==> config.mk <==
export PLATFORM = sky130hd
export DESIGN_NAME = pipe_stage_skid
export DESIGN_NICKNAME = d
export VERILOG_FILES = /design/src/rtl/pipe_stage_skid.sv
export SDC_FILE = /design/constraint.sdc
export NUM_CORES = 1
export LEC_CHECK = 0
export CELL_PAD_IN_SITES_DETAIL_PLACEMENT = 0
export CELL_PAD_IN_SITES_GLOBAL_PLACEMENT = 1
export CORE_AREA = 2 2 136 138
export DETAILED_ROUTE_END_ITERATION = 6
export DIE_AREA = 0 0 138 140
export DONT_BUFFER_PORTS = 1
export PLACE_DENSITY_LB_ADDON = 0.1
export SYNTH_ARGS = -nofsm -noshare
export SYNTH_HDL_FRONTEND = slang
export SYNTH_SLANG_ARGS = --single-unit
==> constraint.sdc <==
create_clock -name clk -period 5.5 [get_ports clk]
set_clock_uncertainty 0.2 [all_clocks]
set_input_delay 1.375 -clock clk [delete_from_list [all_inputs] [get_ports clk]]
set_output_delay 1.375 -clock clk [all_outputs]
set_load 0.05 [all_outputs]
==> src/rtl/pipe_stage_skid.sv <==
// pipe_stage_skid
// Generic inter-stage pipeline register with a valid/ready handshake and a
// two-entry skid buffer. in_ready and out_valid come from registered state
// only, so back-pressure never forms a combinational path between stages.
// Control bits are masked to zero whenever the stage holds no valid entry.
// A saturating counter records cycles in which the head is stalled.
//
// Ports:
//   clk, rst            clock (rising edge), asynchronous active-high reset
//   flush               synchronous kill of all held entries
//   in_valid/in_ready   upstream handshake
//   in_ctrl/in_data     upstream control bits / payload
//   out_valid/out_ready downstream handshake
//   out_ctrl/out_data   head control bits (0 when empty) / head payload
//   occupancy           entries held (0..2)
//   stall_cnt           saturating count of out_valid & !out_ready cycles
//   stall_clr           synchronous clear of stall_cnt
module pipe_stage_skid #(
   parameter int DATA_W = 64,
   parameter int CTRL_W = 2,
   parameter int CNT_W  = 16
) (
   input  logic              clk,
   input  logic              rst,
   input  logic              flush,
   input  logic              in_valid,
   output logic              in_ready,
   input  logic [CTRL_W-1:0] in_ctrl,
   input  logic [DATA_W-1:0] in_data,
   output logic              out_valid,
   input  logic              out_ready,
   output logic [CTRL_W-1:0] out_ctrl,
   output logic [DATA_W-1:0] out_data,
   output logic [1:0]        occupancy,
   output logic [CNT_W-1:0]  stall_cnt,
   input  logic              stall_clr
);

   // State encoding doubles as the occupancy count.
   localparam logic [1:0] ST_EMPTY = 2'd0;
   localparam logic [1:0] ST_ONE   = 2'd1;
   localparam logic [1:0] ST_FULL  = 2'd2;

   logic [1:0]        state;
   logic [CTRL_W-1:0] head_ctrl, skid_ctrl;
   logic [DATA_W-1:0] head_data, skid_data;
   logic              in_fire, out_fire;

   assign out_valid = (state != ST_EMPTY);
   assign in_ready  = (state != ST_FULL);
   assign occupancy = state;
   assign out_ctrl  = out_valid ? head_ctrl : '0;
   assign out_data  = head_data;

   assign in_fire  = in_valid & in_ready;
   assign out_fire = out_valid & out_ready;

   always_ff @(posedge clk or posedge rst) begin
      if (rst) begin
         state     <= ST_EMPTY;
         head_ctrl <= '0;
         head_data <= '0;
         skid_ctrl <= '0;
         skid_data <= '0;
      end else if (flush) begin
         // Any same-cycle in_fire is discarded; payload registers hold so
         // only the control bits need scrubbing.
         state     <= ST_EMPTY;
         head_ctrl <= '0;
         skid_ctrl <= '0;
      end else begin
         case (state)
            ST_EMPTY: begin
               if (in_fire) begin
                  state     <= ST_ONE;
                  head_ctrl <= in_ctrl;
                  head_data <= in_data;
               end
            end
            ST_ONE: begin
               if (in_fire && out_fire) begin
                  head_ctrl <= in_ctrl;
                  head_data <= in_data;
               end else if (in_fire) begin
                  // Head is stalled: park the newcomer in the skid slot.
                  state     <= ST_FULL;
                  skid_ctrl <= in_ctrl;
                  skid_data <= in_data;
               end else if (out_fire) begin
                  state <= ST_EMPTY;
               end
            end
            ST_FULL: begin
               if (out_fire) begin
                  state     <= ST_ONE;
                  head_ctrl <= skid_ctrl;
                  head_data <= skid_data;
               end
            end
            default: state <= ST_EMPTY;
         endcase
      end
   end

   // Stall counter ignores flush; clear wins over increment.
   always_ff @(posedge clk or posedge rst) begin
      if (rst) begin
         stall_cnt <= '0;
      end else if (stall_clr) begin
         stall_cnt <= '0;
      end else if (out_valid && !out_ready && (stall_cnt != {CNT_W{1'b1}})) begin
         stall_cnt <= stall_cnt + 1'b1;
      end
   end

endmodule
==> summary.md, run 1 <==
| Metric | Value |
|---|---|
| DPL Wire Length | `9196 um` |
| Mapped Avg Cell Area | `between 10 and 15 sq um` |
| Netlist Area Pre-Place | `0.006985 sq mm` |
| Worst path cell trace | `inv_1, ha_1, nor2_1` |
| Vias in the first global route | `4303` |
| P&R area growth vs syn | `11.02%` |
| CTS hold repair buffers | `0` |
| N_diodes | `0` |
| Initial antenna violation count | `0` |
| Largest net degree at the start of global routing | `between 150 and 200` |
| Fin. Hold Viols | `0` |
| Root Driver | `clkbuf_16` |
| PwrDens | `628.4 mW/mm^2` |
| Finish-stage setup viols | `0` |
| Die area | `0.01932 sq mm` |
| Vias per std cell | `~5.3` |
| Yosys cell types | `45` |
| Rel. slew slack | `29.78%` |
| Worst setup SP type | `flop` |
| Sequential share of the synthesized area | `53.73%` |
| GRT overflow | `0` |
| Initial DRC Count | `158` |
| Final wirelength | `around 14000 um` |
| Outcome | `finished clean` |
| Clock-pin slew on the worst setup and hold paths | `60 ps` |
| Cell Rows | `49` |
| Syn. warnings | `0` |
| Primary FF master, synth | `dfrtp_1` |
| Maxcap violations | `0` |
| Crit Path Category | `reg2out` |
| Syn Nets | `578` |
| Synth Register Bits | `150` |
| Worst path slowest cell | `nor2_1` |
| Leak pwr | `3.165 nW` |
| Setup repair bufs after CTS | `0` |
| Crit share post-route | `73.30%` |
| CTS tree | `yes` |
| CTS Buffer Depth | `2` |
| Initial cell density of the core | `about two fifths` |
| Residual DRC | `0` |
| Clock Sinks | `150` |
| I/O pins | `158` |
| CP max FO | `9` |
| Total CTS buffers | `17` |
| Port Buf Inserts | `0` |
| Final Slew Violations | `0` |
| Setup WS pre-CTS | `1485 ps` |
| Core area | `0.01778 sq mm` |
| Drt first pass iters | `4` |
| Die H | `140 um` |
| Number of synthesized flops with an enable pin | `0` |
| Crit path largest cell delay | `~730 ps` |
| Cts repair resizes | `0` |
| Final min period | `4031 ps` |
| Worst vdd ir | `336.6 uV` |
| Arr. time, crit path | `2460 ps` |
| TNS Setup | `0 ps` |
| DR WL/cell | `19.53 um` |
| GPL Wtd Cong | `approximately 0.74` |
| First-pass GRT wire length | `23840 um` |
| Share of synthesized registers carrying an async set or reset | `100.0%` |
| GRT Total Usage | `15.60%` |
| H-Tree Level Count | `4` |
| Routed Antenna Nets | `0` |
| R2R Setup Slk | `around 1600 ps` |
| Layout cell share with drive strength beyond 1 | `35.63%` |
| Nets | `~570` |
| RSZ-0062 raised after global routing | `false` |
| Worst Hold Class | `reg2reg` |
| Routed via count | `a little under 4k` |
| Final setup margin | `1469 ps` |
| FMAX | `around 250 MHz` |
| Die X | `138 um` |
| Latest clock arrival within the worst-skew pair | `420 ps` |
| Endpoint class of the critical path | `primary output` |
| Worst EP required | `3920 ps` |
| Slew @ Worst Pin | `between 1000 and 1500 ps` |
| Syn Inst Count | `500` |
-- cell usage after synthesis, types with 2 or more instances --
master / instances / area share, %
nor2b_1: 8 / 0.72
or3_1: 5 / 0.45
nand2b_1: 4 / 0.36
a221oi_1: 2 / 0.25
buf_4: 2 / 0.21
mux2i_1: 3 / 0.43
mux2_1: 59 / 9.5
nand3_1: 8 / 0.57
nor2_1: 14 / 0.75
mux2_2: 137 / 22
o21ai_0: 4 / 0.29
nor3b_1: 2 / 0.21
buf_2: 6 / 0.43
a211oi_1: 2 / 0.21
nor3_1: 4 / 0.29
ha_1: 6 / 1.1
nand2_1: 6 / 0.32
nand4_1: 2 / 0.18
clkbuf_1: 7 / 0.38
or4_1: 7 / 0.75
nor4_1: 3 / 0.27
inv_1: 9 / 0.48
dfrtp_1: 150 / 54
and3_1: 2 / 0.18
a21oi_1: 10 / 0.72
a311oi_1: 2 / 0.25
o31ai_1: 8 / 0.86
buf_6: 11 / 1.8
-- cells by family (layout without fill, tap and decap cells) --
| logic type | after synthesis | count (layout) | share of synthesized area (%) |
|---|---|---|---|
| mux | 199 | 199 | 32.03 |
| flops | 150 | 150 | 53.73 |
| simple gates | 74 | 74 | 6.502 |
| buf+inv | 37 | 45 | 3.403 |
| compound gates | 34 | 34 | 3.260 |
| fa+ha+maj | 6 | 6 | 1.075 |
-- final timing paths --
path,start,to,depth (start not counted)
worst max-delay path,occupancy[0],out_ctrl[1],3
worst min-delay path,skid_data[58],skid_data[58],1
worst max register to register,occupancy[0],out_data[53],7
worst min register to register,skid_data[58],skid_data[58],1
max in group asynchronous,rst,stall_cnt[9],2
min in group asynchronous,rst,out_data[11],2
-- flip-flops by register name, indices dropped and copies added, names as in the netlist --
name / count
head_ctrl: 2
occupancy: 2
out_data: 64
skid_ctrl: 2
skid_data: 64
stall_cnt: 16
-- power breakdown --
| group | leakage, nW | switching (W) | internal [W] | total [W] |
|---|---|---|---|---|
| combinational | 1.05 | 0.000403 | 0.000521 | 0.000925 |
| sequential | 1.82 | 0.00120 | 0.00158 | 0.00278 |
| clock | 0.295 | 0.000486 | 0.000681 | 0.00117 |
| total | 3.17 | 0.00209 | 0.00279 | 0.00487 |
-- stage by stage --
step | cell area [sq um] | power (W) | hold WS [ps] | util [%] | std cells
after detailed placement | 7158 | 0.003765 | 276.7 | 40.26 | 705
after global routing | 7755 | 0.005155 | 313.6 | 43.62 | 737
after CTS | 7755 | 0.004964 | 290.4 | 43.62 | 737
final | 7755 | 0.004874 | 284.2 | 43.62 | 737
after global placement | 7158 | 0.003709 | 260.8 | 40.26 | 705
after floorplan | 6989 | 0.003526 | 252.2 | - | 500
-- cells in the final DEF (no fill, tap or decap), types with 3 or more instances in the layout --
cell,instances
clkbuf_16,17
nor2b_1,7
nor3_1,4
nand3_1,8
o31ai_1,8
a21oi_1,10
or3_1,5
mux2i_1,3
clkinv_2,3
nor4_1,3
o21ai_0,4
or4_1,7
dfrtp_1,150
nand2b_1,4
nor2_1,14
ha_1,5
inv_1,8
nand2_1,6
clkinv_4,4
mux2_2,137
mux2_1,59
inv_8,4
-- layout make-up --
cell class	instances	area, sq um
multi-input combinational	313	3025
sequential	150	3754
timing repair buffer	4	55.05
fill	1651	10020
clock inverter	15	171.4
clock buffer	17	425.4
tap	229	286.5
inverter	9	37.54
-- per-layer routing --
metal,global-route usage [%],up-vias,share of wire (%)
met5,0,-,0
met4,5.639,0,1.4
met3,7.829,16,9.8
met2,25.59,103,49
met1,17.63,2011,40
li1,-,1812,-
-- critical path, delay by kind of cell, from the launching register on --
family                   cells  cell delay, ps
AND/OR/NAND/NOR              1             730
flip-flops                   1             710
adder cells (fa/ha/maj)      1             360
buffers and inverters        1             220
No activity file was read; power rests on OpenSTA's default activity.
==> inputs of run 2 (changes only) <==
==> constraint.sdc (replaced) <==
create_clock -name clk -period 4 [get_ports clk]
set_clock_uncertainty 0.2 [all_clocks]
set_input_delay 1 -clock clk [delete_from_list [all_inputs] [get_ports clk]]
set_output_delay 1 -clock clk [all_outputs]
set_load 0.05 [all_outputs]
==> summary.md, run 2 (synthesized netlist as in run 1, its figures left out) <==
| Metric | Value |
|---|---|
| Outcome | `finished clean` |
| H-Tree Level Count | `4` |
| Total CTS buffers | `17` |
| Filler cell count | `1633` |
| Most frequent cells in the layout | `dfrtp_1 (150), mux2_2 (137), mux2_1 (59)` |
| Initial antenna violation count | `0` |
| Worst EP required | `2800 ps` |
| Latest clock arrival within the worst-skew pair | `about 420 ps` |
| Worst Hold Class | `reg2reg` |
| Layout cell share with drive strength beyond 1 | `roughly 36%` |
| Cts repair resizes | `0` |
| Largest net degree at the start of global routing | `67` |
| Cell Rows | `49` |
| Maxcap violations | `0` |
| First-pass GRT wire length | `24090 um` |
| DR WL/cell | `20.04 um` |
| DPL Wire Length | `around 9700 um` |
| Hold path depth | `1` |
| GRT overflow | `0` |
| R2R depth | `7` |
| Core area | `0.01778 sq mm` |
| Die H | `roughly 140 um` |
| N_diodes | `0` |
| Final min period | `3316 ps` |
| Slew @ Worst Pin | `952.7 ps` |
| Initial cell density of the core | `39.29%` |
| Initial DRC Count | `141` |
| Most common cell after layout, fill and taps aside | `dfrtp_1` |
| CP max FO | `9` |
| Routed Antenna Nets | `0` |
| Finish-stage setup viols | `0` |
| Vias in the first global route | `~4.5k` |
| Vias per std cell | `5.396` |
| TNS Setup | `0 ps` |
| CTS hold repair buffers | `0` |
| Setup repair bufs after CTS | `0` |
| Final wirelength | `14790 um` |
| Clock-pin slew on the worst setup and hold paths | `60 ps` |
| Rel. slew slack | `36.35%` |
| Root Driver | `clkbuf_16` |
| Drt first pass iters | `4` |
| Port Buf Inserts | `0` |
| Routed via count | `approximately 4k` |
| Crit Path Category | `reg2out` |
| CTS Buffer Depth | `2` |
| P&R area growth vs syn | `11.39%` |
| Die area | `slightly below 0.02 sq mm` |
| Worst setup SP type | `flop` |
| RSZ-0062 raised after global routing | `false` |
| GRT Total Usage | `15.79%` |
| Arr. time, crit path | `2120 ps` |
| Nets | `577` |
| Fin. Hold Viols | `0` |
| R2R Setup Slk | `about 800 ps` |
| Die X | `138 um` |
| Residual DRC | `0` |
| CTS tree | `yes` |
| Hold slack | `282.8 ps` |
| Crit share post-route | `82.91%` |
| Worst vdd ir | `approximately 320 uV` |
| GPL Wtd Cong | `about 0.78` |
| Final Slew Violations | `0` |
| Clock Sinks | `150` |
| Leak pwr | `3.174 nW` |
| Endpoint class of the critical path | `primary output` |
| FMAX | `301.5 MHz` |
| PwrDens | `861.8 mW/mm^2` |
| I/O pins | `158` |
==> run 2: changes by cell type in the layout (fill, tap and decap cells not counted) <==
| cell | before | now |
|---|---|---|
| clkinv_4 | 4 | 0 |
| buf_12 | 2 | 3 |
| inv_8 | 4 | 0 |
| clkinv_2 | 3 | 1 |
| buf_4 | 2 | 5 |
| clkbuf_8 | 0 | 4 |
| clkinvlp_4 | 2 | 4 |
| clkbuf_1 | 0 | 1 |
==> run 2: final timing paths <==
check	end	startpoint
max	out_valid	occupancy[0]
min	skid_data[60]	skid_data[60]
max reg2reg	out_data[1]	occupancy[0]
min reg2reg	skid_data[60]	skid_data[60]
max in group asynchronous	skid_data[2]	rst
min in group asynchronous	skid_data[5]	rst
==> run 2: cell type report <==
| cell class | count | area, sq um | share of cell area (%) |
|---|---|---|---|
| Inverter | 9 | 37.54 | 0.4824 |
| Clock inverter | 7 | 96.34 | 1.238 |
| Clock buffer | 22 | 484.2 | 6.223 |
| Tap cell | 229 | 286.5 | 3.682 |
| Multi-Input combinational cell | 313 | 3025 | 38.88 |
| Timing Repair Buffer | 8 | 97.59 | 1.254 |
| Sequential cell | 150 | 3754 | 48.24 |
==> run 2: power by group <==
part | switching [W] | total, W | leakage, nW | internal, W
clock network | 0.000600 | 0.00157 | 0.277 | 0.000975
logic | 0.000571 | 0.00130 | 1.07 | 0.000727
registers | 0.00165 | 0.00383 | 1.82 | 0.00218
total | 0.00283 | 0.00671 | 3.17 | 0.00388
==> run 2: routing by layer <==
layer	GRT usage, %	up-vias	wire, um
met5	0	-	0
met4	5.908	0	272
met3	7.897	21	1413
met2	26.47	104	7235
met1	17.29	2046	5872
li1	-	1811	-
==> run 2: worst max-delay path: stages (launching register included) <==
cell,delay (ps)
dfrtp_1,710
inv_1,230
ha_1,360
inv_1,400
==> run 2: per-stage QoR <==
step,instances,util (%),instance area (sq um),power (W),worst slack [ps]
floorplan,500,-,6989,0.004848,911.0
global placement,709,40.50,7201,0.005114,842.2
detailed placement,709,40.50,7201,0.005199,771.9
CTS,738,43.77,7781,0.006803,663.3
global route,738,43.77,7781,0.007066,591.8
finish,738,43.77,7781,0.006706,683.7
==> inputs of run 3 (changes only) <==
==> constraint.sdc (replaced) <==
create_clock -name clk -period 3.3 [get_ports clk]
set_clock_uncertainty 0.2 [all_clocks]
set_input_delay 0.825 -clock clk [delete_from_list [all_inputs] [get_ports clk]]
set_output_delay 0.825 -clock clk [all_outputs]
set_load 0.05 [all_outputs]
==> summary.md, run 3 (synthesized netlist as in run 1, its figures left out) <==
| Metric | Value |
|---|---|
| Die H | `140 um` |
| Die area | `0.01932 sq mm` |
| Routed via count | `3999` |
| PwrDens | `1051 mW/mm^2` |
| CTS hold repair buffers | `0` |
| Layout Utilization | `44.30%` |
| Most frequent cells in the layout | `dfrtp_1 (150), mux2_2 (137), mux2_1 (59)` |
| Crit Path Category | `reg2reg` |
| Worst EP required | `3390 ps` |
| Met3 usage | `7.009%` |
| Worst vdd ir | `493.0 uV` |
| Buf/Inv on CP | `2` |
| Slew @ Worst Pin | `874.3 ps` |
| Final Slew Violations | `0` |
| Crit share post-route | `87.33%` |
| Leak pwr | `between 3 and 4 nW` |
| Initial DRC Count | `155` |
| Vias in the first global route | `4351` |
| N_diodes | `0` |
| CTS Buffer Depth | `2` |
| Latest clock arrival within the worst-skew pair | `410 ps` |
| Rel. slew slack | `41.57%` |
| Initial cell density of the core | `39.29%` |
| Worst setup SP type | `flop` |
| Worst path slowest cell | `a21boi_4` |
| Port Buf Inserts | `0` |
| Endpoint class of the critical path | `flop` |
| Die X | `about 140 um` |
| Vias per std cell | `5.353` |
| Maxcap violations | `0` |
| Multi-input gate area | `0.003025 sq mm` |
| CTS tree | `yes` |
| Finish-stage setup viols | `0` |
| Core area | `0.01778 sq mm` |
| Hold path depth | `1` |
| Worst Hold Class | `in2reg` |
| Most common cell after layout, fill and taps aside | `dfrtp_1` |
| Clock Sinks | `150` |
| GRT Total Usage | `15.76%` |
| Worst path cell trace | `inv_1, ha_1, nor2b_1, o31ai_1, a21boi_4, buf_12, mux2_1` |
| Outcome | `finished clean` |
| Layout cell share with drive strength beyond 1 | `36.87%` |
| TNS Setup | `0 ps` |
| Final min period | `2882 ps` |
| DPL Wire Length | `about 9500 um` |
| Routed Antenna Nets | `0` |
| Clock-pin slew on the worst setup and hold paths | `60 ps` |
| Grt peak-use layer | `met2` |
| P&R area growth vs syn | `12.75%` |
| Final wirelength | `14610 um` |
| Filler cell count | `1653` |
| I/O pins | `158` |
| M2 GR Usage | `24.34%` |
| Final setup margin | `418.1 ps` |
| CP max FO | `33` |
| FMAX | `347.0 MHz` |
| DR WL/cell | `19.55 um` |
| RSZ-0062 raised after global routing | `false` |
| First-pass GRT wire length | `24210 um` |
| GPL Wtd Cong | `between 0.7 and 0.8` |
| Fin. Hold Viols | `0` |
| Total CTS buffers | `17` |
| GRT overflow | `0` |
| Hold slack | `264.6 ps` |
| Cell Rows | `49` |
| Drt first pass iters | `4` |
| Root Driver | `clkbuf_16` |
| Nets | `583` |
| Crit path largest cell delay | `700 ps` |
| H-Tree Level Count | `4` |
| Initial antenna violation count | `0` |
| Met1 usage | `19.63%` |
| Register area | `0.003754 sq mm` |
| Largest net degree at the start of global routing | `between 150 and 200` |
| Cts repair resizes | `0` |
| Cell family with most CP delay | `compound AO/OA/AOI/OAI gates` |
| R2R depth | `7` |
| Tot Pwr | `0.008281 W` |
| Residual DRC | `0` |
| Setup repair bufs after CTS | `0` |
| Arr. time, crit path | `2970 ps` |
| Worst path depth | `7` |
| Setup WS pre-CTS | `394.2 ps` |
==> run 3: changes by cell type in the layout (fill, tap and decap cells not counted) <==
cell and delta:
buf_4 +6, bufinv_16 +1, clkbuf_1 -1, clkbuf_8 -1
clkinv_4 +3, clkinvlp_4 -2, inv_6 +3
==> run 3: layout make-up <==
class	count	share of cell area, %
clock buffer	20	5.925
clock inverter	12	2.081
inverter	9	0.4766
multi-input combinational	313	38.41
sequential	150	47.66
tap	229	3.638
timing repair buffer	14	1.811
==> run 3: metrics by stage <==
| step | cell area, sq um | std cells |
|---|---|---|
| after floorplan | 6989 | 500 |
| after global placement | 7246 | 715 |
| after detailed placement | 7246 | 715 |
| after CTS | 7876 | 747 |
| after global routing | 7876 | 747 |
| final | 7876 | 747 |
==> run 3: worst paths after layout <==
check	startpoint	to	slack [ps]
hold reg to reg	skid_data[58]	skid_data[58]	280
hold / removal	stall_clr	stall_cnt[0]	260
min in group asynchronous	rst	out_data[15]	330
max in group asynchronous	rst	skid_data[59]	1980
setup reg to reg	occupancy[1]	out_data[7]	420
setup / recovery	occupancy[1]	out_data[7]	420
==> run 3: where the power goes <==
group | internal (W) | switching [W] | leakage (nW)
Combinational | 0.000911 | 0.000728 | 1.10
Clock | 0.00126 | 0.000786 | 0.308
Sequential | 0.00264 | 0.00195 | 1.82
Total | 0.00481 | 0.00347 | 3.24
==> run 3: worst register-to-register path, cell delays in order (launching register included) <==
cell	delay (ps)
dfrtp_1	480
inv_1	100
ha_1	270
nor2b_1	180
o31ai_1	140
a21boi_4	700
buf_12	330
mux2_1	360
==> run 3: per-layer routing <==
| layer | wire length (um) | vias to the layer above | part of all wire, % |
|---|---|---|---|
| met5 | 0 | - | 0 |
| met4 | 271 | 0 | 1.9 |
| met3 | 1265 | 15 | 8.7 |
| met2 | 6776 | 113 | 46 |
| met1 | 6292 | 2042 | 43 |
| li1 | - | 1829 | - |
